`config.mk`:
```
export PLATFORM = sky130hd
export DESIGN_NAME = nibble_serial_add_ctrl
export DESIGN_NICKNAME = d
export VERILOG_FILES = /design/src/rtl/nibble_serial_add_ctrl.sv
export SDC_FILE = /design/constraint.sdc
export NUM_CORES = 1
export LEC_CHECK = 0
export CORE_MARGIN = 5
export CORE_UTILIZATION = 45
export DETAILED_ROUTE_END_ITERATION = 16
export GPL_TIMING_DRIVEN = 0
export PLACE_DENSITY_LB_ADDON = 0.12
export SYNTH_ARGS = -nofsm -noshare
export SYNTH_HDL_FRONTEND = slang
export SYNTH_SLANG_ARGS = --single-unit
export TNS_END_PERCENT = 10
```
`constraint.sdc`:
```
create_clock -name clk -period 2.3 [get_ports clk]
set_input_delay 0.23 -clock clk [delete_from_list [all_inputs] [get_ports clk]]
set_output_delay 0.23 -clock clk [all_outputs]
set_load 0.02 [all_outputs]
```
`src/rtl/nibble_serial_add_ctrl.sv`:
```
// -----------------------------------------------------------------------------
// nibble_serial_add_ctrl
//
// Sequencer wrapped around an external combinational 4-bit ripple-carry adder.
// It accepts a WIDTH-bit operand pair, feeds the adder one nibble per cycle
// (LSB nibble first), and chains the adder carry-out into the next nibble.
// When all nibbles are done it presents the full sum and the final carry.
//
// Parameters
//   WIDTH     operand/result width; must be a multiple of 4 and >= 4
//
// Ports
//   clk, rst_n           clock, asynchronous active-low reset
//   in_valid/in_ready    operand handshake; in_a, in_b, in_cin operands
//   rca_a/rca_b/rca_cin  nibble operands and carry driven to the adder
//   rca_sum/rca_cout     combinational result returned by the adder
//   out_valid/out_ready  result handshake; out_sum, out_cout result
//   busy                 high while an operation is in flight (RUN or DONE)
// -----------------------------------------------------------------------------
module nibble_serial_add_ctrl #(
  parameter int WIDTH = 16
) (
  input  logic             clk,
  input  logic             rst_n,
  input  logic             in_valid,
  output logic             in_ready,
  input  logic [WIDTH-1:0] in_a,
  input  logic [WIDTH-1:0] in_b,
  input  logic             in_cin,
  output logic [3:0]       rca_a,
  output logic [3:0]       rca_b,
  output logic             rca_cin,
  input  logic [3:0]       rca_sum,
  input  logic             rca_cout,
  output logic             out_valid,
  input  logic             out_ready,
  output logic [WIDTH-1:0] out_sum,
  output logic             out_cout,
  output logic             busy
);

  localparam int NIB = WIDTH / 4;
  // A one-nibble instance still needs a 1-bit index.
  localparam int IW  = (NIB > 1) ? $clog2(NIB) : 1;

  typedef enum logic [1:0] {
    IDLE = 2'd0,
    RUN  = 2'd1,
    DONE = 2'd2
  } state_t;

  state_t           state, state_nx;
  logic [WIDTH-1:0] a_sh, b_sh, sum_sh, sum_nx;
  logic             carry;
  logic [IW-1:0]    idx;
  logic             last_nib;

  assign last_nib = (idx == IW'(NIB - 1));

  // Adder result enters at the top of the sum register so that after NIB
  // shifts the LSB nibble has arrived at bit 0. Written as shift-then-overlay
  // so the WIDTH=4 case needs no special slicing.
  always_comb begin
    sum_nx                = sum_sh >> 4;
    sum_nx[WIDTH-1 -: 4]  = rca_sum;
  end

  // NOTE: every output and next-state value gets a default before the case,
  // so no path leaves a signal unassigned and no latch is inferred.
  always_comb begin
    state_nx  = state;
    in_ready  = 1'b0;
    busy      = 1'b1;
    out_valid = 1'b0;
    out_sum   = '0;
    out_cout  = 1'b0;
    rca_a     = 4'd0;
    rca_b     = 4'd0;
    rca_cin   = 1'b0;
    case (state)
      IDLE: begin
        in_ready = 1'b1;
        busy     = 1'b0;
        if (in_valid) state_nx = RUN;
      end
      RUN: begin
        rca_a   = a_sh[3:0];
        rca_b   = b_sh[3:0];
        rca_cin = carry;
        if (last_nib) state_nx = DONE;
      end
      DONE: begin
        out_valid = 1'b1;
        out_sum   = sum_sh;
        out_cout  = carry;
        if (out_ready) state_nx = IDLE;
      end
      default: state_nx = IDLE;
    endcase
  end

  // NOTE: sequential state uses non-blocking assignments so all registers
  // update from the same pre-edge values, matching the hardware.
  // NOTE: every register here is reset, so an aborted operation leaves no
  // stale operand or partial sum behind.
  always_ff @(posedge clk or negedge rst_n) begin
    if (!rst_n) begin
      state  <= IDLE;
      a_sh   <= '0;
      b_sh   <= '0;
      sum_sh <= '0;
      carry  <= 1'b0;
      idx    <= '0;
    end else begin
      state <= state_nx;
      case (state)
        IDLE: begin
          if (in_valid) begin
            a_sh   <= in_a;
            b_sh   <= in_b;
            carry  <= in_cin;
            idx    <= '0;
            sum_sh <= '0;
          end
        end
        RUN: begin
          sum_sh <= sum_nx;
          carry  <= rca_cout;
          a_sh   <= a_sh >> 4;
          b_sh   <= b_sh >> 4;
          idx    <= idx + IW'(1);
        end
        default: ;
      endcase
    end
  end

endmodule
```
==> metrics.md <==
| Metric | Value |
|---|---|
| Clk pin slew, worst setup/hold paths | 0.09 ns |
| Antenna Cells | 0 |
| Worst Path Arrival | 1.91 ns |
| Yosys cell types | 26 |
| Multi-input gate area | 1036 µm² |
| Tightest Pin Transition | 0.4373 ns |
| Maximum vdd drop | 521.0 µV |
| Ranking of synthesized cells by area | dfrtp_1, and2_1, a222oi_1 |
| Placed Instances | 374 |
| I/O Buffers | 69 |
| Chip Height | 86.36 µm |
| Slack of the critical path | 0.1586 ns |
| Dpl hpwl | 4597 µm |
| Yosys reg bits | 53 |
| CTS tree | done |
| Power per standard cell area | 1217 nW/µm² |
| Clock skew | 0.003870 ns |
| CP Launch Type | flop |
| Total power | 4.337 mW |
| H-tree depth | 2 |
| Final Setup Violations | 0 |
| Clk buf depth | 2 |
| Number of synthesized flops with an enable pin | 0 |
| IO Count | 71 |
| Worst skew pair latency | 0.30 ns |
| Synth top area share | 0.5055 |
| Logic pwr share | 0.505 |
| Max Cap Viol | 0 |
| Die Area | 7458 µm² |
| Post-Route Setup TNS | 0 ns |
| Fraction of layout cells with a size suffix above 1 | 0.1419 |
| Row count | 27 |
| GR Util All Layers | 0.1748 |
| Final WL | 6331 µm |
| Internal power | 2.710 mW |
| Root Buffer | clkbuf_8 |
| Overall die width | 86.36 µm |
| Clock sinks | 53 |
| Reg power frac | 0.374 |
| Relative slew slack | 0.7085 |
| Vias in the first global route | 2046 |
| Slew Limit Fails | 0 |
| Area leader, netlist | dfrtp_1 |
| Initial core utilization | 0.4707 |
| Status | finished, final reports clean |
| Cells after Synth | 232 |
| Period utilization | 0.9311 |
| Main synth FF type | dfrtp_1 |
| Sw Pwr | 1.627 mW |
| Netlist Area Pre-Place | 2624 µm² |
| Fill cells | 459 |
| Syn avg cell area | 11.31 µm² |
| Sw frac | 0.3751 |
| Largest net degree at the start of global routing | 37 |
| Area Overhead vs Synth | 35.86% |
| Vias | 2132 |
| Pre-CTS worst setup slack | 0.3192 ns |
| Total core area | 5574 µm² |
| Via density | 5.581 |
| First-pass GRT wire length | 10390 µm |
| Clock share of power | 0.121 |
| Fin cells | 382 |
| Post-synth ARST share | 1.000 |
| Setup bufs post-CTS | 0 |
| Post-Syn Nets | 275 |
| Hold Fails Final Rpt | 0 |
| Wire per inst | 16.57 µm |
| RSZ-0062 raised after global routing | false |
| DRC | 0 |
| Crit-path max FO | 10 |
| Critical setup path kind | reg2out |
| CTS Buf Count | 5 |
| Hold crit path type | in2reg |
| Initial antenna violation count | 0 |
| Max Fclk | 0.4670 GHz |
| Ys Warns | 0 |
| DR pass1 iterations | 6 |
| Post-DRT Antenna Nets | 0 |
| 1st-iter DRT viols | 203 |
| Leak Pwr | 1.808 nW |
| Critical Path RT | 2.07 ns |
| Final net count | 353 |
| GR Overflow Total | 0 |
| Reg area | 1328 µm² |
| Sequential share of the synthesized area | 0.5055 |
| Critical Path Sink Type | output port |
| Fin crit period | 2.141 ns |
| Placer Congestion | 0.7454 |
logic make-up after synthesis:
family / count (synthesis) / synth area share
adders and majority gates: 1 / 0.004768
buffers and inverters: 49 / 0.09967
DFF: 53 / 0.5055
muxes: 1 / 0.003815
and+or+nand+nor: 74 / 0.1869
AOI/OAI and AO/OA: 54 / 0.1993
power groups by stage:
stage | clock network (mW) | logic (mW) | registers, mW
5_1_grt | 0.576 | 2.39 | 1.68
3_3_place_gp | 0 | 2.18 | 1.62
2_1_floorplan | 0 | 1.55 | 1.56
3_5_place_dp | 0 | 2.22 | 1.64
4_1_cts | 0.535 | 2.23 | 1.62
6_report | 0.524 | 2.19 | 1.62
cells in the final DEF (no fill, tap or decap), types with 2 or more instances in the layout:
cell	netlist	final
o221ai_1	8	8
dfrtp_1	53	52
a22o_1	18	18
buf_6	7	7
a222oi_1	16	16
o221a_2	9	9
nand2b_1	2	2
and2_1	26	26
clkbuf_8	0	6
or4b_1	9	9
nand3b_1	8	8
nor2b_1	18	18
nand2_1	8	8
clkdlybuf4s50_1	0	50
buf_4	2	2
clkbuf_1	2	3
dlymetal6s2s_1	0	18
buf_2	11	11
inv_1	25	25
registers in the layout, summed over array words and instances, names as in the netlist:
register / cells
a_sh: 16
b_sh: 16
carry: 1
idx: 2
state: 2
sum_sh: 16
through the flow:
step / util / instance area [µm²] / hold slack (ns)
after floorplan: - / 2624 / -0.06559
after global placement: 0.6108 / 3405 / 0.4719
after detailed placement: 0.6135 / 3420 / 0.1931
after CTS: 0.6310 / 3517 / 0.3739
after global routing: 0.6395 / 3565 / 0.3833
final: 0.6395 / 3565 / 0.3808
final cells by class:
class                           count  area share
Sequential cell                    53      0.3724
Timing Repair Buffer               71      0.2134
Inverter                           26     0.02808
Buffer                             23     0.04598
Multi-Input combinational cell    130      0.2906
Clock buffer                        7     0.02422
Tap cell                           72     0.02527
layer usage:
layer  track usage  share of wire  vias up
met1        0.2485           0.46     1047
li1              -              -      992
met5             0              0        -
met3       0.03707          0.070        8
met2        0.2747           0.46       85
met4       0.03966          0.012        0
worst max-delay path, cell delays in order (launching register included):
cell and delay [ns]:
dfrtp_2 0.46, or2_4 0.26, inv_4 0.09, buf_4 0.18, clkdlybuf4s50_1 0.62
repair_timing:
action | CTS | global route
gates resized for setup | 1 | 19
endpoints found under the hold margin | 17 | 0
hold buffers | 1 | 0
endpoints found under the setup margin | 18 | 18
path summary, 6_finish.rpt:
path                                 from   endpoint  slack (ns)  cells past startpoint
worst max-delay path             state[0]   in_ready        0.16                      4
worst min-delay path             in_valid    a_sh[0]        0.38                      3
worst max register to register   state[1]    a_sh[5]        0.86                      4
worst min register to register  sum_sh[0]  sum_sh[0]        0.49                      1
max in group asynchronous           rst_n     idx[0]        1.35                      3
min in group asynchronous           rst_n   a_sh[13]        0.42                      2
synthesized netlist by cell type (2+ instances only):
library cell / instances
buf_2: 11
nor2b_1: 18
a22o_1: 18
a222oi_1: 16
nand2_1: 8
nand3b_1: 8
o221a_2: 9
buf_6: 7
clkbuf_1: 2
or4b_1: 9
buf_4: 2
dfrtp_1: 53
and2_1: 26
nand2b_1: 2
o221ai_1: 8
inv_1: 25
(Power assumes the default switching activity.)
